==> src/rtl/alu_pkg.sv <==
// alu_pkg: opcodes, flag indices, issue FSM states and latency lookup
package alu_pkg;
    localparam logic [3:0] OP_ADD = 4'd0;
    localparam logic [3:0] OP_SUB = 4'd1;
    localparam logic [3:0] OP_MUL = 4'd2;
    localparam logic [3:0] OP_DIV = 4'd3;
    localparam logic [3:0] OP_MOD = 4'd4;
    localparam logic [3:0] OP_MOV = 4'd5;
    localparam int FLAG_N = 3;
    localparam int FLAG_Z = 2;
    localparam int FLAG_C = 1;
    localparam int FLAG_V = 0;
    typedef enum logic [1:0] {IDLE, EXEC, DONE} state_t;
    // Illegal opcodes fall through to the fast latency
    function automatic int op_latency(input logic [3:0] op, input int lat_fast, input int lat_mul, input int lat_div);
        return (op == OP_MUL) ? lat_mul : (op == OP_DIV || op == OP_MOD) ? lat_div : lat_fast;
    endfunction
endpackage

==> src/rtl/alu_issue_ctrl_if.sv <==
// alu_issue_ctrl_if: request, ALU operand/result and response channels
interface alu_issue_ctrl_if #(parameter int N = 32, parameter int TAG_W = 4);
    logic             flush;
    logic             req_valid;
    logic             req_ready;
    logic [3:0]       req_op;
    logic [N-1:0]     req_a;
    logic [N-1:0]     req_b;
    logic             req_set_flags;
    logic [TAG_W-1:0] req_tag;
    logic [N-1:0]     alu_a;
    logic [N-1:0]     alu_b;
    logic [3:0]       alu_op;
    logic [N-1:0]     alu_result;
    logic [3:0]       alu_flags;
    logic             rsp_valid;
    logic             rsp_ready;
    logic [N-1:0]     rsp_result;
    logic [3:0]       rsp_flags;
    logic [TAG_W-1:0] rsp_tag;
    logic             rsp_err;
    logic [3:0]       flags_q;
    modport master (
        input  flush, req_valid, req_op, req_a, req_b, req_set_flags, req_tag,
               alu_result, alu_flags, rsp_ready,
        output req_ready, alu_a, alu_b, alu_op, rsp_valid, rsp_result, rsp_flags,
               rsp_tag, rsp_err, flags_q
    );
    modport slave (
        output flush, req_valid, req_op, req_a, req_b, req_set_flags, req_tag,
               alu_result, alu_flags, rsp_ready,
        input  req_ready, alu_a, alu_b, alu_op, rsp_valid, rsp_result, rsp_flags,
               rsp_tag, rsp_err, flags_q
    );
endinterface

==> src/rtl/alu_issue_ctrl.sv <==
// alu_issue_ctrl: issues one op to the combinational ALU, waits its latency, returns result and NZCV
module alu_issue_ctrl
    import alu_pkg::*;
#(
    parameter int N        = 32,
    parameter int TAG_W    = 4,
    parameter int LAT_FAST = 1,
    parameter int LAT_MUL  = 2,
    parameter int LAT_DIV  = 4
) (
    input logic clk,
    input logic rst_n,
    alu_issue_ctrl_if.master bus
);
    localparam int LMAX1 = (LAT_FAST > LAT_MUL) ? LAT_FAST : LAT_MUL;
    localparam int LMAX  = (LMAX1 > LAT_DIV) ? LMAX1 : LAT_DIV;
    localparam int CW    = $clog2(LMAX) + 1;

    state_t           r_state, w_next;
    logic [CW-1:0]    r_cnt;
    logic [N-1:0]     r_alu_a, r_alu_b, r_result;
    logic [3:0]       r_alu_op, r_flags, r_flags_q;
    logic [TAG_W-1:0] r_tag;
    logic             r_set_flags, r_err;
    logic             w_accept, w_capture, w_err;
    logic [CW-1:0]    w_lat_m1;

    assign w_accept  = (r_state == IDLE) && bus.req_valid && !bus.flush;
    assign w_capture = (r_state == EXEC) && (r_cnt == '0) && !bus.flush;
    // Error is judged from the held operands, so no extra state is needed
    assign w_err     = (r_alu_op > OP_MOV) || ((r_alu_op == OP_DIV || r_alu_op == OP_MOD) && r_alu_b == '0);
    assign w_lat_m1  = CW'(op_latency(bus.req_op, LAT_FAST, LAT_MUL, LAT_DIV) - 1);

    // Next state: flush wins over everything, then accept, capture, response handshake
    always_comb begin
        w_next = r_state;
        w_next = bus.flush ? IDLE :
                 w_accept ? EXEC :
                 w_capture ? DONE :
                 (r_state == DONE && bus.rsp_ready) ? IDLE : r_state;
    end

    // State, operand, counter and response registers
    always_ff @(posedge clk or negedge rst_n) begin
        if (!rst_n) begin
            r_state     <= IDLE;
            r_cnt       <= '0;
            r_alu_a     <= '0;
            r_alu_b     <= '0;
            r_alu_op    <= 4'b0000;
            r_tag       <= '0;
            r_set_flags <= 1'b0;
            r_result    <= '0;
            r_flags     <= 4'b0000;
            r_err       <= 1'b0;
            r_flags_q   <= 4'b0000;
        end else begin
            r_state <= w_next;
            if (w_accept) begin
                r_alu_a     <= bus.req_a;
                r_alu_b     <= bus.req_b;
                r_alu_op    <= bus.req_op;
                r_tag       <= bus.req_tag;
                r_set_flags <= bus.req_set_flags;
                r_cnt       <= w_lat_m1;
            end else if (r_state == EXEC && !bus.flush && r_cnt != '0) begin
                r_cnt <= r_cnt - 1'b1;
            end
            if (w_capture) begin
                r_result <= w_err ? '0 : bus.alu_result;
                r_flags  <= w_err ? 4'b0000 : bus.alu_flags;
                r_err    <= w_err;
                if (r_set_flags && !w_err) r_flags_q <= bus.alu_flags;
            end
        end
    end

    assign bus.req_ready  = (r_state == IDLE);
    assign bus.rsp_valid  = (r_state == DONE);
    assign bus.alu_a      = r_alu_a;
    assign bus.alu_b      = r_alu_b;
    assign bus.alu_op     = r_alu_op;
    assign bus.rsp_result = r_result;
    assign bus.rsp_flags  = r_flags;
    assign bus.rsp_tag    = r_tag;
    assign bus.rsp_err    = r_err;
    assign bus.flags_q    = r_flags_q;
endmodule

==> src/flat_wrapper.sv <==
// flat-port wrapper written by rule: the top's interface ports become plain ports
module alu_issue_ctrl_flat import alu_pkg::*;
#(
    parameter int N        = 32,
    parameter int TAG_W    = 4,
    parameter int LAT_FAST = 1,
    parameter int LAT_MUL  = 2,
    parameter int LAT_DIV  = 4
)
  (clk, rst_n, bus_flush, bus_req_valid, bus_req_op, bus_req_a, bus_req_b, bus_req_set_flags, bus_req_tag, bus_alu_result, bus_alu_flags, bus_rsp_ready, bus_req_ready, bus_alu_a, bus_alu_b, bus_alu_op, bus_rsp_valid, bus_rsp_result, bus_rsp_flags, bus_rsp_tag, bus_rsp_err, bus_flags_q);
  alu_issue_ctrl_if #(.N(N), .TAG_W(TAG_W)) bus_i ();
  input logic clk;
  input logic rst_n;
  input wire logic [$bits(bus_i.flush)-1:0] bus_flush;
  input wire logic [$bits(bus_i.req_valid)-1:0] bus_req_valid;
  input wire logic [$bits(bus_i.req_op)-1:0] bus_req_op;
  input wire logic [$bits(bus_i.req_a)-1:0] bus_req_a;
  input wire logic [$bits(bus_i.req_b)-1:0] bus_req_b;
  input wire logic [$bits(bus_i.req_set_flags)-1:0] bus_req_set_flags;
  input wire logic [$bits(bus_i.req_tag)-1:0] bus_req_tag;
  input wire logic [$bits(bus_i.alu_result)-1:0] bus_alu_result;
  input wire logic [$bits(bus_i.alu_flags)-1:0] bus_alu_flags;
  input wire logic [$bits(bus_i.rsp_ready)-1:0] bus_rsp_ready;
  output wire logic [$bits(bus_i.req_ready)-1:0] bus_req_ready;
  output wire logic [$bits(bus_i.alu_a)-1:0] bus_alu_a;
  output wire logic [$bits(bus_i.alu_b)-1:0] bus_alu_b;
  output wire logic [$bits(bus_i.alu_op)-1:0] bus_alu_op;
  output wire logic [$bits(bus_i.rsp_valid)-1:0] bus_rsp_valid;
  output wire logic [$bits(bus_i.rsp_result)-1:0] bus_rsp_result;
  output wire logic [$bits(bus_i.rsp_flags)-1:0] bus_rsp_flags;
  output wire logic [$bits(bus_i.rsp_tag)-1:0] bus_rsp_tag;
  output wire logic [$bits(bus_i.rsp_err)-1:0] bus_rsp_err;
  output wire logic [$bits(bus_i.flags_q)-1:0] bus_flags_q;
  assign bus_i.flush = bus_flush;
  assign bus_i.req_valid = bus_req_valid;
  assign bus_i.req_op = bus_req_op;
  assign bus_i.req_a = bus_req_a;
  assign bus_i.req_b = bus_req_b;
  assign bus_i.req_set_flags = bus_req_set_flags;
  assign bus_i.req_tag = bus_req_tag;
  assign bus_i.alu_result = bus_alu_result;
  assign bus_i.alu_flags = bus_alu_flags;
  assign bus_i.rsp_ready = bus_rsp_ready;
  assign bus_req_ready = bus_i.req_ready;
  assign bus_alu_a = bus_i.alu_a;
  assign bus_alu_b = bus_i.alu_b;
  assign bus_alu_op = bus_i.alu_op;
  assign bus_rsp_valid = bus_i.rsp_valid;
  assign bus_rsp_result = bus_i.rsp_result;
  assign bus_rsp_flags = bus_i.rsp_flags;
  assign bus_rsp_tag = bus_i.rsp_tag;
  assign bus_rsp_err = bus_i.rsp_err;
  assign bus_flags_q = bus_i.flags_q;
  alu_issue_ctrl #(.N(N), .TAG_W(TAG_W), .LAT_FAST(LAT_FAST), .LAT_MUL(LAT_MUL), .LAT_DIV(LAT_DIV)) u_core (.clk(clk), .rst_n(rst_n), .bus(bus_i));
endmodule
==> config.mk <==
export PLATFORM = sky130hd
export DESIGN_NAME = alu_issue_ctrl_flat
export DESIGN_NICKNAME = d
export VERILOG_FILES = /design/src/rtl/alu_pkg.sv /design/src/rtl/alu_issue_ctrl_if.sv /design/src/rtl/alu_issue_ctrl.sv /design/src/flat_wrapper.sv
export SDC_FILE = /design/constraint.sdc
export NUM_CORES = 1
export LEC_CHECK = 0
export CORE_MARGIN = 2
export CORE_UTILIZATION = 36
export DETAILED_ROUTE_END_ITERATION = 7
export GPL_TIMING_DRIVEN = 0
export PLACE_DENSITY_LB_ADDON = 0.15
export SLEW_MARGIN = 20
export SYNTH_ARGS = -nofsm -noshare
export SYNTH_HDL_FRONTEND = slang
export SYNTH_SLANG_ARGS = --single-unit
==> constraint.sdc <==
create_clock -name clk -period 1.7 [get_ports clk]
set_input_delay 0.34 -clock clk [delete_from_list [all_inputs] [get_ports clk]]
set_output_delay 0.34 -clock clk [all_outputs]
set_load 0.02 [all_outputs]
# ---- Yosys cells after proc, flatten, opt, wreduce, memory -nomap -nowiden
# Index checks and enable logic that the tools add are counted.
dict set report word_totals {
  wordCells 52
  reg_bits 119
  output_inout_bits 115
}
dict set report classes {
  n_lt_le_gt_ge 1
  n_reduce_logical 21
  n_addsub 2
  eq_ne 7
  n_mux 10
}
# operator count
set op_table {}
lappend op_table {{32-bit logical NOT} 1}
lappend op_table {{32-bit 2-to-1 mux} 1}
lappend op_table {{4-bit by 2-bit equality test with 1-bit output (second input constant)} 3}
lappend op_table {{3-bit 2-to-1 mux} 4}
lappend op_table {{1-bit logical AND} 9}
lappend op_table {{4-bit by 3-bit equality test with 1-bit output (second input constant)} 2}
lappend op_table {{2-bit 2-to-1 mux} 4}
lappend op_table {{4-bit by 3-bit greater-than comparator with 1-bit output (second input constant)} 1}
lappend op_table {{4-bit 2-to-1 mux} 1}
lappend op_table {{4-bit nonzero test} 1}
lappend op_table {{3-bit logical NOT} 1}
lappend op_table {{1-bit logical OR} 3}
lappend op_table {{3-bit nonzero test} 1}
lappend op_table {{3-bit by 1-bit subtractor with 3-bit output (second input constant)} 1}
lappend op_table {{3-bit by 2-bit subtractor with 3-bit output (second input constant)} 1}
lappend op_table {{2-bit by 1-bit equality test with 1-bit output (second input constant)} 1}
lappend op_table {{2-bit equality test (second input constant)} 1}
lappend op_table {{1-bit logical NOT} 2}
lappend op_table {{2-bit logical NOT} 1}
lappend op_table {{2-bit AND reduction} 1}
lappend op_table {{2-bit nonzero test} 1}

# ---- Longest topological paths before layout
# Gate-level depths: netlist of run 1.
dict set report depth {
  ltp_word 7
  mapped_depth 9
  mapped_depth_nobuf 7
}

# ---- Least setup slack after synthesis of run 1
# OpenSTA, ideal clock, no wires.
dict set report synth_path {
  path_kind {reg2reg}
  from {register u_core.r_state[1]}
  to {register u_core.r_alu_b[6], in the netlist u_core.bus.alu_b[6]}
  t_arrival_ps 1650
  required_time_ps 1575
  stages_incl_launch_ff 5
  n_path_buf 2
  setup_time_ps 125
  synth_period_minus_slack_ps 1774
  path_slack_ps -74
  path_cell_list {dfrtp_1 -> nor4b_2 -> buf_2 -> buf_2 -> mux2_2}
}
dict set report synth_via {
  elab_chain_len 3
}
# element line_no
set synth_rtl {}
lappend synth_rtl {{start: declaration} alu_issue_ctrl.sv:19} ;# state_t r_state, w_next;
lappend synth_rtl {{start signal: assignment} alu_issue_ctrl.sv:58} ;# r_state <= w_next;
lappend synth_rtl {{2-bit logical NOT} alu_issue_ctrl.sv:28} ;# assign w_accept = (r_state == IDLE) && bus.req_valid && !bus.flush;
lappend synth_rtl {{1-bit logical AND (2 in a row)} alu_issue_ctrl.sv:28}
lappend synth_rtl {{end signal: assignment} alu_issue_ctrl.sv:61} ;# r_alu_b <= bus.req_b;
lappend synth_rtl {{end: declaration} alu_issue_ctrl.sv:21} ;# logic [N-1:0] r_alu_a, r_alu_b, r_result;
# No other way between the ends.
# A chain may end at the register's enable or synchronous reset.

# ---- Worst setup path in the final report of run 1
dict set report layout_path {
  from {register u_core.r_alu_b[16], in the netlist u_core.bus.alu_b[16]}
  to {register u_core.r_flags[3], in the netlist u_core.bus.rsp_flags[3]}
}
dict set report layout_via {
  elab_chain_len 4
}
# element line_no
set layout_rtl {}
lappend layout_rtl {{32-bit logical NOT} alu_issue_ctrl.sv:31} ;# assign w_err = (r_alu_op > OP_MOV) || ((r_alu_op == OP_DIV || r_alu_op == OP_MOD) && r_alu_b == '0);
lappend layout_rtl {{1-bit logical AND} alu_issue_ctrl.sv:31}
lappend layout_rtl {{1-bit logical OR} alu_issue_ctrl.sv:31}
lappend layout_rtl {{4-bit 2-to-1 mux} alu_issue_ctrl.sv:71} ;# r_flags <= w_err ? 4'b0000 : bus.alu_flags;
lappend layout_rtl {{end signal: assignment} alu_issue_ctrl.sv:71}
lappend layout_rtl {{end: declaration} alu_issue_ctrl.sv:22} ;# logic [3:0] r_alu_op, r_flags, r_flags_q;
# No other way between the ends.

==> summary.txt, run 1 <==
Clk_lat worst skew: 400 ps
Worst slack, placed: -740 ps
Initial antenna violation count: 0
Final Util: 0.633
Crit end category: register
Antenna cell count: 0
Die area: 13600 µm²
CTS Buf Count: 17
Syn nets: 414
Worst VDD drop: 0.000974 V
Gr usage total: 0.194
Hold slack: 497 ps
Vias: 3495
Initial cell density of the core: 0.365
Clock sink total: 119
Status: finished with violations
Routed Antenna Nets: 0
CTS tree: yes
Vias/cell: 4.71
Final setup vio count: 41
Clk network pwr share: 0.257
CP required: 1990 ps
Clock transition at the registers of the reported paths: 50 ps
Synth area leaders: dfrtp_1, mux2_2, a22o_1, nor4_1, buf_2
Internal: 9160 µW
Final Max Tran Viols: 0
Fillers: 1045
Final period util: 1.11
Hold Fails Final Rpt: 0
Placed Area: 7110 µm²
Switching share of power: 0.346
WL/cell: 17.5 µm
Tightest Pin Transition: 645 ps
Final WS setup: -190 ps
Core Box Area: 12500 µm²
Synth area leader: dfrtp_1
Most frequent cells in the layout: dfrtp_1, clkdlybuf4s50_1, dlygate4sd2_1, mux2_2, a22o_1
CTS root buffer: clkbuf_16
Switching power: 4840 µW
Cell Area, Synth: 4570 µm²
Total grt overflow: 0
Post-Syn Instances: 298
Vias in the first global route: 3733
Area Growth Syn to Fin: 73.4%
Syn avg cell area: 15.3 µm²
Failing checks: setup timing
Ys Warns: 0
Layout cells sized above 1: 0.267
Worst r2r src: u_core.bus.alu_b[16]$_DFFE_PN0P_
HPWL after detailed placement: 9.30 mm
Lkg Pwr: 0.00371 µW
DRC Markers: 0
Largest net degree at the start of global routing: 72
Port bufs: 228
Min Tclk post-route: 1890 ps
Fmax: 0.529 GHz
Seq pwr share: 0.348
#FFs+latches synth: 119
Die Span Y: 117 µm
H-tree levels: 4
Register area share after synthesis: 0.652
Number of DRC markers in iteration 0: 108
CP max FO: 5
CP startpoint: u_core.bus.alu_b[16]$_DFFE_PN0P_
Post-synth top area share: 0.652
Slew HR: 0.570
CP Launch Type: register
GPL Wtd Cong: 0.734
Layout Nets: 673
Post-Route WL: 13.0 mm
CP arrival: 2180 ps
Io pins: 229
Die Span X: 117 µm
Critical path class: register to register
Design area: 7920 µm²
RSZ-0062 raised after global routing: yes
Max_cap viols: 0
Combinational share of power: 0.395
Row cnt: 41
Bufs on Longest Clock Path: 2
Yosys cell types: 26
Iteration count of the initial detailed-routing pass: 4
Commonest non-fill, non-tap cell in the layout: dfrtp_1
Worst hold path type: register to register
Pwr/cell area: 1770 nW/µm²
Setup TNS: -6070 ps
Hold Path Origin: u_core.bus.rsp_result[10]$_DFFE_PN0P_
Worst Skew: 7.23 ps
First-pass GRT wire length: 19.8 mm
-- routing by layer --
| metal | up-vias | wire length [µm] | share of wire | GRT usage |
|---|---|---|---|---|
| met3 | 19 | 1270 | 0.098 | 0.0763 |
| met5 | - | 0 | 0 | 0 |
| met4 | 0 | 219 | 0.017 | 0.0729 |
| met2 | 155 | 6380 | 0.49 | 0.321 |
| met1 | 1715 | 5090 | 0.39 | 0.229 |
| li1 | 1606 | - | - | - |
-- cells in the mapped netlist (all sizes together) --
master	instances
inv	3
ha	2
nand2	6
a21oi	4
o21a	1
nand3b	3
nand4	1
nor3	1
mux2	78
dfrtp	119
nor3b	1
nor4b	1
buf	12
nor2b	3
a211oi	1
nand2b	4
nor4	8
xnor2	1
a22o	36
clkbuf	4
o21ai	2
nor2	4
xor2	1
nand3	2
-- flip-flops by register name, summed over array words and instances, names as in the netlist --
name                   cells
u_core.bus.rsp_flags       4
u_core.bus.alu_b          32
u_core.r_state             2
u_core.bus.flags_q         4
u_core.r_cnt               3
u_core.bus.rsp_tag         4
u_core.bus.alu_a          32
u_core.bus.alu_op          4
u_core.r_set_flags         1
u_core.bus.rsp_result     32
u_core.bus.rsp_err         1
-- kinds of logic after synthesis --
logic type                 Yosys count  synth area share
adders and majority gates            2           0.00548
AOI/OAI and AO/OA                   44            0.0789
xor gates and xnor gates             2           0.00383
DFF                                119             0.652
muxes                               78             0.192
and+or+nand+nor                     34            0.0444
buffers and inverters               19            0.0235
-- power groups by stage --
stage	Sequential (µW)	Clock (µW)	Combinational, µW
4_1_cts	4870	3660	5500
3_3_place_gp	4830	0	6080
2_1_floorplan	6250	0	1540
3_5_place_dp	4890	0	6150
6_report	4880	3600	5530
5_1_grt	5060	3820	5920
-- final cells by class --
cell class,instances,area [µm²],share of cell area
Sequential cell,119,2980,0.377
Multi-Input combinational cell,160,1590,0.200
Tap cell,172,215,0.0272
Clock buffer,23,478,0.0603
Buffer,15,181,0.0229
Inverter,3,11.3,0.00142
Timing Repair Buffer,241,2340,0.296
Clock inverter,9,123,0.0155
-- worst max-delay path, stage by stage (launching register included) --
cell,delay (ps)
dfrtp_1,400
nor4_2,310
nand3_1,170
nor3_4,250
buf_6,130
nor2b_4,40
clkbuf_16,160
buf_8,120
a22o_1,190
-- worst paths after layout --
| kind | to | slack, ps | cells after the start |
|---|---|---|---|
| worst max-delay path | u_core.bus.rsp_flags[3]$_DFFE_PN0P_ | -190 | 8 |
| worst min-delay path | u_core.bus.rsp_result[10]$_DFFE_PN0P_ | 500 | 1 |
| worst max register to register | u_core.bus.rsp_flags[3]$_DFFE_PN0P_ | -190 | 8 |
| worst min register to register | u_core.bus.rsp_result[10]$_DFFE_PN0P_ | 500 | 1 |
| max in group asynchronous | u_core.r_state[1]$_DFFE_PN0P_ | 490 | 3 |
| min in group asynchronous | u_core.bus.alu_a[10]$_DFFE_PN0P_ | 520 | 2 |
-- timing repair --
item	4_1_cts	5_1_grt
pin swaps	6	4
gates resized for setup	132	50
endpoints found under the setup margin	226	108
cloned	3	1
endpoints found under the hold margin	70	0
hold buffers	1	0
buffers inserted	5	2
-- metrics by stage --
stage / instances / total power (µW)
floorplan: 298 / 7790
global route: 742 / 14800
CTS: 739 / 14000
global placement: 698 / 10900
finish: 742 / 14000
detailed placement: 699 / 11000
Note: power is estimated with default switching activity, not from simulation.
==> run 2, diff against run 1 <==
--- a/config.mk
+++ b/config.mk
@@ -9,8 +9,8 @@
 export CORE_UTILIZATION = 36
 export DETAILED_ROUTE_END_ITERATION = 7
 export GPL_TIMING_DRIVEN = 0
-export PLACE_DENSITY_LB_ADDON = 0.15
-export SLEW_MARGIN = 20
+export PLACE_DENSITY = 0.76
+export SLEW_MARGIN = 10
 export SYNTH_ARGS = -nofsm -noshare
 export SYNTH_HDL_FRONTEND = slang
 export SYNTH_SLANG_ARGS = --single-unit
==> run 2 against run 1 <==
  * The run still ends with setup timing left
  * Critical endpoint is now u_core.bus.flags_q[3]$_DFFE_PN0P_
  * Cell count down 0.40%
  * Highest routed layer unchanged
  * Clock skew down 0.58 ps
  * Total power up 3.3%
==> summary.txt, run 2 (synthesis gave the netlist of run 1 again) <==
Max_cap viols: 0
RSZ-0062 raised after global routing: yes
Routed Antenna Nets: 0
CP max FO: 4
Crit end category: register
Clk network pwr share: 0.283
Total grt overflow: 0
Worst Skew: 6.64 ps
Seq pwr share: 0.339
DRC Markers: 0
Switching power: 4870 µW
Worst reg2reg endpoint: u_core.bus.flags_q[3]$_DFFE_PN0P_
Min Tclk post-route: 1850 ps
Worst hold path type: primary input to register
CTS Buf Count: 17
Status: finished with violations
Lkg Pwr: 0.00364 µW
CP required: 1980 ps
Pwr/cell area: 1840 nW/µm²
Worst slack, placed: -758 ps
Worst VDD drop: 0.000982 V
Vias/cell: 4.71
Total Power: 14500 µW
Internal: 9610 µW
Final Util: 0.630
R2R Setup Slk: -150 ps
Die Span Y: 117 µm
Combinational share of power: 0.378
Clock sink total: 119
Hold Fails Final Rpt: 0
Critical path class: register to register
Slew HR: 0.670
HPWL after detailed placement: 9.36 mm
Clk_lat worst skew: 410 ps
WHS Endpoint: u_core.r_state[0]$_DFFE_PN0P_
Largest net degree at the start of global routing: 77
Worst r2r src: u_core.bus.alu_b[3]$_DFFE_PN0P_
Vias in the first global route: 3674
Layout Nets: 670
Row cnt: 41
Area Growth Syn to Fin: 72.6%
Initial antenna violation count: 0
CTS tree: yes
CP arrival: 2130 ps
Critical-path cell list: nor4_4, nand4_1, nor3_4, nand3b_1, buf_6, mux2_4
Port bufs: 228
Antenna cell count: 0
Initial cell density of the core: 0.365
CP startpoint: u_core.bus.alu_b[3]$_DFFE_PN0P_
Switching share of power: 0.336
Vias: 3479
Final setup vio count: 39
Fmax: 0.542 GHz
Core Box Area: 12500 µm²
Final Max Tran Viols: 0
Clock transition at the registers of the reported paths: 50 ps
Hold Path Origin: bus_flush
H-tree levels: 4
Final period util: 1.09
WHS Path Cells: 3
GPL Wtd Cong: 0.752
CTS root buffer: clkbuf_16
Iteration count of the initial detailed-routing pass: 4
Tightest Pin Transition: 495 ps
Failing checks: setup timing
Setup TNS: -4050 ps
WL/cell: 17.2 µm
CP max stage delay: 430 ps
First-pass GRT wire length: 19.2 mm
CP Launch Type: register
Bufs on Longest Clock Path: 2
Die Span X: 117 µm
Number of DRC markers in iteration 0: 85
Final WS setup: -146 ps
Layout cells sized above 1: 0.268
Io pins: 229
Commonest non-fill, non-tap cell in the layout: dfrtp_1
Most frequent cells in the layout: dfrtp_1, dlygate4sd2_1, clkdlybuf4s50_1, mux2_2, a22o_1
CP max-delay cell: dfrtp_1
Gr usage total: 0.190
R2r worst-path depth: 6
Post-Route WL: 12.7 mm
Die area: 13600 µm²
## run 2: cell count changes in the layout (fill, tap and decap cells not counted), moves of 2 or more
cell,delta
buf_4,+4
buf_12,-3
nor4_2,+2
dlygate4sd2_1,+7
clkinv_2,-3
dlymetal6s2s_1,-6
buf_6,+4
bufinv_16,+3
buf_8,-7
## run 2: metal layers
layer / up-vias / part of all wire / global-route usage
met3: 15 / 0.099 / 0.0804
met4: 0 / 0.012 / 0.0706
met5: - / 0 / 0
met2: 154 / 0.50 / 0.328
li1: 1604 / - / -
met1: 1706 / 0.39 / 0.210
## run 2: area by class of cell
cell class              count  area, µm²
clock inverters             8        190
repair buffers            239       2260
well taps                 172        215
fillers                  1019       4630
clock buffers              24        492
inverters                   3       11.3
multi-input cells         160       1610
plain buffers              14        126
flip-flops and latches    119       2980
## run 2: power by group through the flow
stage	Clock (µW)	Combinational [µW]	Sequential, µW
finish	4100	5470	4910
global route	4360	5830	5070
CTS	4180	5420	4900
detailed placement	0	6140	4920
global placement	0	6050	4840
floorplan	0	1540	6250
## run 2: worst max-delay path: cells and delay by family, from the launching register on
kind          cells  cell delay, ps
flops             1             430
buf+inv           1             130
simple gates      4             860
mux               1             300
## run 2: worst max path at each step
stage                                           end  slack (ps)  cells past startpoint
4_1_cts        u_core.bus.rsp_result[7]$_DFFE_PN0P_        -140                      9
5_1_grt           u_core.bus.flags_q[3]$_DFFE_PN0P_        -210                      6
2_1_floorplan     u_core.bus.flags_q[0]$_DFFE_PN0P_           3                      5
3_5_place_dp        u_core.bus.alu_b[8]$_DFFE_PN0P_        -760                      5
6_report          u_core.bus.flags_q[3]$_DFFE_PN0P_        -150                      6
3_3_place_gp       u_core.bus.alu_b[27]$_DFFE_PN0P_       -4600                      1
## run 2: timing repair
action | CTS | global route
resized for setup | 140 | 25
hold buffers | 1 | 0
pin swaps | 5 | 6
setup endpoints to repair | 234 | 81
cloned | 0 | 1
hold endpoints to repair | 43 | 0
setup buffers | 4 | 4
## run 2: through the flow
step / hold slack [ps] / cell area [µm²] / std cells
after floorplan: 44.4 / 4580 / 298
after global placement: 487 / 7080 / 698
after detailed placement: 288 / 7110 / 699
after CTS: 422 / 7780 / 735
after global routing: 411 / 7890 / 739
final: 406 / 7890 / 739
==> run 3, diff against run 2 <==
--- a/config.mk
+++ b/config.mk
@@ -10,6 +10,7 @@
 export DETAILED_ROUTE_END_ITERATION = 7
 export GPL_TIMING_DRIVEN = 0
 export PLACE_DENSITY = 0.76
+export SETUP_SLACK_MARGIN = 0.2
 export SLEW_MARGIN = 10
 export SYNTH_ARGS = -nofsm -noshare
 export SYNTH_HDL_FRONTEND = slang
==> run 3 against run 2 <==
  * The flow still finishes with violations (setup timing)
  * Clock-buffer cell count rose by 2
  * Combinational power increased by 21%
  * First-iteration DRC count rose by 99%
  * Critical path type unchanged
  * Highest routed layer unchanged
==> summary.txt, run 3 (synthesis gave the netlist of run 1 again) <==
Clock sink total: 119
Status: finished with violations
Worst reg2reg endpoint: u_core.bus.flags_q[0]$_DFFE_PN0P_
DRC Markers: 0
CTS Buf Count: 17
Layout Nets: 700
Slew HR: 0.635
Vias/cell: 4.81
Worst Skew: 7.24 ps
Total grt overflow: 0
Post-Route WL: 14.3 mm
Vias: 3688
Clk_lat worst skew: 410 ps
H-tree levels: 4
WL/cell: 18.7 µm
Design area: 8580 µm²
Clock transition at the registers of the reported paths: 50 ps
Hold slack: 457 ps
Worst hold path type: primary input to asynchronous set/reset pin
Number of DRC markers in iteration 0: 169
Crit end category: register
First-pass GRT wire length: 21.7 mm
Row cnt: 41
Tightest Pin Transition: 547 ps
CP arrival: 2090 ps
RSZ-0062 raised after global routing: yes
Die area: 13600 µm²
Critical path class: register to register
Failing checks: setup timing
R2r worst-path depth: 6
Worst VDD drop: 0.000895 V
Hold Fails Final Rpt: 0
CP max FO: 4
Initial antenna violation count: 0
Lkg Pwr: 0.00401 µW
Area Growth Syn to Fin: 87.7%
Max_cap viols: 0
CP Launch Type: register
Final WS setup: -98.3 ps
R2R Setup Slk: -100 ps
Die Span Y: 117 µm
Placed Area: 7240 µm²
CP required: 1990 ps
Fmax: 0.556 GHz
Bufs on Longest Clock Path: 2
Commonest non-fill, non-tap cell in the layout: clkdlybuf4s50_1
Gr usage total: 0.213
Final setup vio count: 71
Final period util: 1.06
Routed Antenna Nets: 0
Layout cells sized above 1: 0.368
Port bufs: 228
Initial cell density of the core: 0.365
Most frequent cells in the layout: clkdlybuf4s50_1, dfrtp_1, mux2_4, dlygate4sd2_1, a22o_1
HPWL after detailed placement: 9.27 mm
CTS root buffer: clkbuf_16
Worst r2r src: u_core.bus.alu_b[27]$_DFFE_PN0P_
Largest net degree at the start of global routing: 63
Min Tclk post-route: 1800 ps
CTS tree: yes
CP startpoint: u_core.bus.alu_b[27]$_DFFE_PN0P_
Final Max Tran Viols: 0
Antenna cell count: 0
Vias in the first global route: 4027
Iteration count of the initial detailed-routing pass: 4
GPL Wtd Cong: 0.724
Pwr/cell area: 1750 nW/µm²
Die Span X: 117 µm
Worst slack, placed: -764 ps
CP endpoint: u_core.bus.flags_q[0]$_DFFE_PN0P_
Io pins: 229
Core Box Area: 12500 µm²
==> run 3: cell count changes in the layout (fill, tap and decap cells not counted), moves of 5 or more <==
cell and change:
clkdlybuf4s15_1 +15, buf_16 +6, buf_6 +11, clkbuf_2 +18, dfrtp_1 -12, mux2_4 +73
bufinv_16 -5, dfrtp_2 +12, dlygate4sd2_1 -41, buf_12 +12, mux2_2 -73, buf_8 +6
==> run 3: cell type report <==
type                       count  area, µm²
buffer                        16        209
clock inverter                 4       45.0
fill                         916       3940
timing repair buffer         267       2710
inverter                       3       11.3
multi-input combinational    160       1890
sequential                   119       3000
clock buffer                  26        499
tap                          172        215
==> run 3: stage by stage <==
stage          utilization  instances  power [µW]  TNS (ps)
2_1_floorplan            -        298        8010         0
3_3_place_gp         0.576        698       11100   -570580
3_5_place_dp         0.579        699       11300    -67990
4_1_cts              0.686        765       15000     -7080
5_1_grt              0.685        767       15700     -8710
6_report             0.685        767       15000     -2610
==> run 3: critical path: stages (launching register included) <==
cell and delay [ps]:
dfrtp_2 440, nor4_4 310, nand4_1 170, nor3_2 170, nand3b_1 150, buf_6 130
mux2_4 300
==> run 3: worst min-delay path by stage <==
stage	cells past startpoint	slack [ps]	from	endpoint
4_1_cts	2	480	rst_n	u_core.bus.alu_b[2]$_DFFE_PN0P_
5_1_grt	2	500	rst_n	u_core.bus.alu_b[2]$_DFFE_PN0P_
3_5_place_dp	1	340	rst_n	u_core.bus.alu_b[2]$_DFFE_PN0P_
3_3_place_gp	1	490	u_core.bus.rsp_result[27]$_DFFE_PN0P_	u_core.bus.rsp_result[27]$_DFFE_PN0P_
6_report	2	460	rst_n	u_core.bus.alu_b[2]$_DFFE_PN0P_
2_1_floorplan	0	40	rst_n	u_core.bus.alu_a[0]$_DFFE_PN0P_
==> run 3: per-layer routing <==
metal | GRT usage | part of all wire | up-vias
li1 | - | - | 1672
met1 | 0.245 | 0.38 | 1859
met2 | 0.365 | 0.52 | 141
met3 | 0.0799 | 0.082 | 16
met4 | 0.0800 | 0.014 | 0
met5 | 0 | 0 | -
==> run 3: where the power goes <==
| group | internal, µW | switching [µW] | leakage, µW |
|---|---|---|---|
| clock | 2140 | 1190 | 0.000270 |
| sequential | 4100 | 952 | 0.00144 |
| combinational | 3530 | 3060 | 0.00230 |
==> run 3: repair_timing <==
item	CTS	global route
setup endpoints to repair	234	158
setup buffers	26	2
gates resized for setup	274	58
gates cloned	9	0
pin swaps	7	5
hold buffers	1	0
hold endpoints to repair	57	0
